### config.mk
export PLATFORM = sky130hd
export DESIGN_NAME = joystick_sampler
export DESIGN_NICKNAME = d
export VERILOG_FILES = /design/src/rtl/joystick_sampler_pkg.sv /design/src/rtl/joystick_sampler_tick.sv /design/src/rtl/joystick_sampler.sv
export SDC_FILE = /design/constraint.sdc
export NUM_CORES = 1
export LEC_CHECK = 0
export CORE_ASPECT_RATIO = 0.75
export CORE_UTILIZATION = 40
export CTS_CLUSTER_DIAMETER = 150
export DETAILED_ROUTE_END_ITERATION = 7
export GPL_TIMING_DRIVEN = 0
export PLACE_DENSITY = 0.69
export SLEW_MARGIN = 20
export SYNTH_ARGS = -nofsm -noshare
export SYNTH_HDL_FRONTEND = slang
export SYNTH_HIERARCHICAL = 1
export SYNTH_SLANG_ARGS = --single-unit
### constraint.sdc
create_clock -name clk -period 3 [get_ports clk]
set_clock_uncertainty 0.15 [all_clocks]
set_input_delay 0.45 -clock clk [delete_from_list [all_inputs] [get_ports clk]]
set_output_delay 0.45 -clock clk [all_outputs]
set_load 0.1 [all_outputs]
### src/rtl/joystick_sampler_pkg.sv
// Shared types and defaults for the joystick sampler.
// Holds FSM encodings, sample bundle type and parameter defaults.
package joystick_sampler_pkg;

    localparam int ADC_W           = 10;
    localparam int PERIOD_CYC_DEF  = 50000;
    localparam int TIMEOUT_CYC_DEF = 256;
    localparam int AVG_SHIFT_DEF   = 2;

    typedef enum logic [2:0] {
        S_IDLE  = 3'd0,
        S_TRIG  = 3'd1,
        S_WAIT  = 3'd2,
        S_ACCUM = 3'd3,
        S_OUT   = 3'd4
    } state_t;

    typedef struct packed {
        logic [ADC_W-1:0] x;
        logic [ADC_W-1:0] y;
    } sample_t;

    // Counter width for a modulus n, never narrower than one bit.
    function automatic int cnt_width(input int n);
        return (n > 1) ? $clog2(n) : 1;
    endfunction

endpackage

### src/rtl/joystick_sampler_tick.sv
// Free-running period counter; emits a tick on its last count.
// Holds at zero while sampling is disabled.
module period_tick
    import joystick_sampler_pkg::*;
#(
    parameter int PERIOD_CYC = PERIOD_CYC_DEF
) (
    input  logic clk,
    input  logic rst,
    input  logic enable,
    output logic tick
);

    localparam int CW = cnt_width(PERIOD_CYC);
    localparam logic [CW-1:0] LAST = CW'(PERIOD_CYC - 1);

    logic [CW-1:0] cnt_q;
    logic          at_last;

    assign at_last = (cnt_q == LAST);
    assign tick    = enable && at_last;

    always_ff @(posedge clk or posedge rst) begin
        if (rst) begin
            cnt_q <= '0;
        end else if (!enable || at_last) begin
            cnt_q <= '0;
        end else begin
            cnt_q <= cnt_q + CW'(1);
        end
    end

endmodule

### src/rtl/joystick_sampler.sv
// Periodic two-channel ADC sampler with windowed averaging.
// Triggers the driver, waits with timeout, accumulates, publishes averages.
module joystick_sampler
    import joystick_sampler_pkg::*;
#(
    parameter int PERIOD_CYC  = PERIOD_CYC_DEF,
    parameter int TIMEOUT_CYC = TIMEOUT_CYC_DEF,
    parameter int AVG_SHIFT   = AVG_SHIFT_DEF
) (
    input  logic             clk,
    input  logic             rst,
    input  logic             enable,
    input  logic             clear_err,
    output logic             adc_start,
    input  logic [ADC_W-1:0] adc_x,
    input  logic [ADC_W-1:0] adc_y,
    input  logic             adc_valid,
    output logic [ADC_W-1:0] x_avg,
    output logic [ADC_W-1:0] y_avg,
    output logic             avg_valid,
    output logic             busy,
    output logic             err_timeout,
    output logic             err_overrun
);

    localparam int AW = ADC_W + AVG_SHIFT;
    localparam int TW = cnt_width(TIMEOUT_CYC);
    localparam int SW = (AVG_SHIFT > 0) ? AVG_SHIFT : 1;
    localparam logic [TW-1:0] TMO_LAST = TW'(TIMEOUT_CYC - 1);
    localparam logic [SW-1:0] WIN_LAST = SW'((1 << AVG_SHIFT) - 1);

    state_t        state_q, state_d;
    logic          tick;
    logic [TW-1:0] tmo_q;
    logic [SW-1:0] samp_q;
    logic [AW-1:0] acc_x_q, acc_y_q;
    logic [AW-1:0] sum_x, sum_y;
    sample_t       cap_q;

    logic tmo_last;
    logic win_done;
    logic to_evt;
    logic ov_evt;
    logic acc_clr;
    logic acc_add;
    logic avg_load;

    period_tick #(
        .PERIOD_CYC(PERIOD_CYC)
    ) u_tick (
        .clk   (clk),
        .rst   (rst),
        .enable(enable),
        .tick  (tick)
    );

    assign tmo_last = (tmo_q == TMO_LAST);
    assign win_done = (samp_q == WIN_LAST);
    assign sum_x    = acc_x_q + AW'(cap_q.x);
    assign sum_y    = acc_y_q + AW'(cap_q.y);

    always_comb begin
        state_d  = state_q;
        to_evt   = 1'b0;
        ov_evt   = tick && (state_q != S_IDLE);
        acc_clr  = 1'b0;
        acc_add  = 1'b0;
        avg_load = 1'b0;
        unique case (state_q)
            S_IDLE: begin
                acc_clr = !enable;
                if (tick) state_d = S_TRIG;
            end
            S_TRIG: begin
                state_d = S_WAIT;
            end
            S_WAIT: begin
                if (adc_valid) begin
                    state_d = S_ACCUM;
                end else if (tmo_last) begin
                    state_d = S_IDLE;
                    to_evt  = 1'b1;
                end
            end
            S_ACCUM: begin
                // A window finishing after disable is dropped, not published.
                acc_clr  = !enable || win_done;
                acc_add  = enable && !win_done;
                avg_load = enable && win_done;
                state_d  = avg_load ? S_OUT : S_IDLE;
            end
            S_OUT: begin
                state_d = S_IDLE;
            end
            default: begin
                state_d = S_IDLE;
            end
        endcase
    end

    always_ff @(posedge clk or posedge rst) begin
        if (rst) begin
            state_q <= S_IDLE;
        end else begin
            state_q <= state_d;
        end
    end

    always_ff @(posedge clk or posedge rst) begin
        if (rst) begin
            tmo_q <= '0;
            cap_q <= '0;
        end else begin
            if (state_q == S_TRIG) begin
                tmo_q <= '0;
            end else if (state_q == S_WAIT) begin
                tmo_q <= tmo_q + TW'(1);
            end
            if (state_q == S_WAIT && adc_valid) begin
                cap_q.x <= adc_x;
                cap_q.y <= adc_y;
            end
        end
    end

    always_ff @(posedge clk or posedge rst) begin
        if (rst) begin
            acc_x_q <= '0;
            acc_y_q <= '0;
            samp_q  <= '0;
        end else if (acc_clr) begin
            acc_x_q <= '0;
            acc_y_q <= '0;
            samp_q  <= '0;
        end else if (acc_add) begin
            acc_x_q <= sum_x;
            acc_y_q <= sum_y;
            samp_q  <= samp_q + SW'(1);
        end
    end

    // Outputs track the state being entered so they line up with it.
    always_ff @(posedge clk or posedge rst) begin
        if (rst) begin
            adc_start <= 1'b0;
            busy      <= 1'b0;
            avg_valid <= 1'b0;
            x_avg     <= '0;
            y_avg     <= '0;
        end else begin
            adc_start <= (state_d == S_TRIG);
            busy      <= (state_d != S_IDLE);
            avg_valid <= (state_d == S_OUT);
            if (avg_load) begin
                x_avg <= ADC_W'(sum_x >> AVG_SHIFT);
                y_avg <= ADC_W'(sum_y >> AVG_SHIFT);
            end
        end
    end

    always_ff @(posedge clk or posedge rst) begin
        if (rst) begin
            err_timeout <= 1'b0;
            err_overrun <= 1'b0;
        end else begin
            err_timeout <= to_evt || (err_timeout && !clear_err);
            err_overrun <= ov_evt || (err_overrun && !clear_err);
        end
    end

endmodule

==> results.toml <==
[worst_setup_path]
max_stage_delay_ns = 1.14
crit_slowest_cell = "clkdlybuf4s50_1"
path_class = "flop to output pin"
crit_family = "buffers and inverters"
crit_path_end_kind = "output pin"
path_buf_inv = 1
path_cells = "clkdlybuf4s50_1"
start_kind = "flop"
required_ns = 2.40
cp_max_fo = 2
arrival_ns = 1.86

[place]
place_hpwl_mm = 7.65
dpl_cell_area_um2 = 5620
place_inst = 674
portBuffers = 49
gp_congestion = 0.876

[power]
internal-power_mw = 1.96
p_per_area_nw_per_um2 = 426
comb_power_share_pct = 4.5
clockPowerShare_pct = 42.3
ir_drop_mv = 0.301
p_sw_mw = 0.546
switching_share_pct = 21.8
power_mw = 2.51
pwr-share-seq_pct = 53.2
cellLeakagePower_nw = 2.74

[layout]
mostFrequentLayoutCells = "dfrtp_1, nand2_1, clkdlybuf4s50_1"
stdcell_count = 690
final_nets = 573
final_common_cell = "dfrtp_1"
design_area_um2 = 5890
register_area_um2 = 2450
drive_gt1_share_pct = 10.8
num-fill-cells = 1078
diodes = 0
multi_input_area_um2 = 2290
syn_to_final_growth_pct = 20.4

[global_routing]
grt_pass1_wl_mm = 17.3
grt_pass1_vias = 3501
antenna_found_initial = 0
grt_overflow_total = 0
grt_max_degree = 56
grt.total_usage_pct = 17.8

[die]
die_area_um2 = 12700
die_h_um = 97.8
ios = 50
fp.dieW_um = 130
rows = 34
core_area_um2 = 11700
initial_core_util_pct = 41.7

[detailed_routing]
wl_per_cell_um = 15.0
ant_nets = 0
vias = 3510
firstDrtPassIters = 5
drt_iter0_drc = 183
vias_per_cell = 5.09
drc_errors = 0
routed_wl_mm = 10.3

[synth]
synth.area.top_cells = "dfrtp_1, ha_1, mux2_2"
synth_flop_cell = "dfrtp_1"
avgSynthCellArea_um2 = 10.6
synth.distinct_cells = 51
synth_seq_cells = 98
synth_top_area_share_pct = 50.1
syn-cell-area_um2 = 4890
yosys_warnings = 6
yosysSeqAreaShare_pct = 50.1
synth_cells = 462
async_reset_ff_share_pct = 100
synth_edf_count = 0
synth_fp_nets = 512
yosys.area.top_type = "dfrtp_1"

[clock_tree]
post_cts_buffers = 0
cts.path.max_buffers = 2
root_buffer = "clkbuf_16"
postCtsHoldBufs = 0
cts.repair.resized = 0
cts_tree = "done"
clkSlewWorstSetupHoldPaths_ns = 0.06
worstSkewPairLatency_ns = 0.34
cts-buffers-inserted = 9
cts.sinks = 98
htree_levels = 3

[sta]
rsz0062_at_grt = "no"
tightest_slew_ns = 0.981
finalSetupViolations = 0
slew_headroom_pct = 34.4
post-route-period-util_pct = 81.9
period_minus_slack_ns = 2.46
finalHoldViolations = 0
fin_setup_tns_ns = 0
fmax_ghz = 0.407
slew_violations = 0
hold_ws_ns = 0.331

[outcome]
status = "finished, final reports clean"

[worst_hold_path]
min_path_type = "input pin to async pin"

[flow_run]
maxCapViolations = 0
[routing by layer]
metal | global-route usage (%) | vias to the layer above | routed length, µm
met4 | 5.01 | 0 | 112
met5 | 0 | - | 0
met3 | 3.95 | 10 | 332
met1 | 26.0 | 1703 | 5320
met2 | 26.5 | 58 | 4550
li1 | - | 1739 | -
[power groups by stage]
stage,registers (mW),clock network [mW],logic [mW]
after floorplan,1.36,0,0.0552
after global placement,1.36,0,0.107
after detailed placement,1.36,0,0.115
after CTS,1.33,1.09,0.116
after global routing,1.33,1.15,0.127
final,1.33,1.06,0.113
[kinds of logic (layout without fill, tap and decap cells)]
| logic type | count (synthesis) | count (layout) | share of synthesized area [%] |
|---|---|---|---|
| flip-flops | 98 | 98 | 50.1 |
| adder cells (fa/ha/maj) | 25 | 25 | 6.70 |
| multiplexers | 24 | 24 | 5.52 |
| buffers and inverters | 35 | 101 | 3.07 |
| AND/OR/NAND/NOR | 151 | 151 | 15.3 |
| AO/OA/AOI/OAI | 93 | 93 | 12.8 |
| XOR/XNOR | 36 | 36 | 6.44 |
[sequential cells by signal, summed over array words and instances (netlist names)]
register and count:
samp_q 2, adc_start 1, tmo_q 8, cap_q 20, y_avg 10, err_timeout 1, u_tick/cnt_q 16, x_avg 10
acc_y_q 12, avg_valid 1, err_overrun 1, acc_x_q 12, state_q 3, busy 1
[Yosys cell counts, types with 11 or more instances]
master / instances
nor2_1: 33
xor2_1: 11
dfrtp_1: 98
a21oi_1: 18
inv_1: 20
o21ai_0: 26
nand2_1: 58
xnor2_1: 25
ha_1: 23
mux2_2: 24
a22o_1: 15
[cell type report]
cell class,instances,area share [%]
Tap cell,162,3.44
Multi-Input combinational cell,329,38.9
Timing Repair Buffer,50,8.79
Sequential cell,98,41.6
Inverter,20,1.32
Clock inverter,4,0.467
Clock buffer,12,4.18
Buffer,15,1.27
[stage by stage]
step                worst slack (ns)  utilization (%)
CTS                            0.514             50.2
global route                   0.473             50.2
finish                         0.543             50.2
global placement               -1.13             47.6
detailed placement             0.338             47.8
floorplan                      0.292                -
[worst paths after layout]
check | start | endpoint | slack (ns) | cells after the start
max | x_avg[2] | x_avg[2] | 0.54 | 1
min | rst | adc_start | 0.33 | 2
max reg2reg | cap_q[10] | acc_x_q[10] | 0.61 | 9
min reg2reg | y_avg[6] | y_avg[6] | 0.33 | 2
max in group asynchronous | rst | cap_q[13] | 1.78 | 3
min in group clk | y_avg[6] | y_avg[6] | 0.33 | 2
No activity file was read; power rests on OpenSTA's default activity.
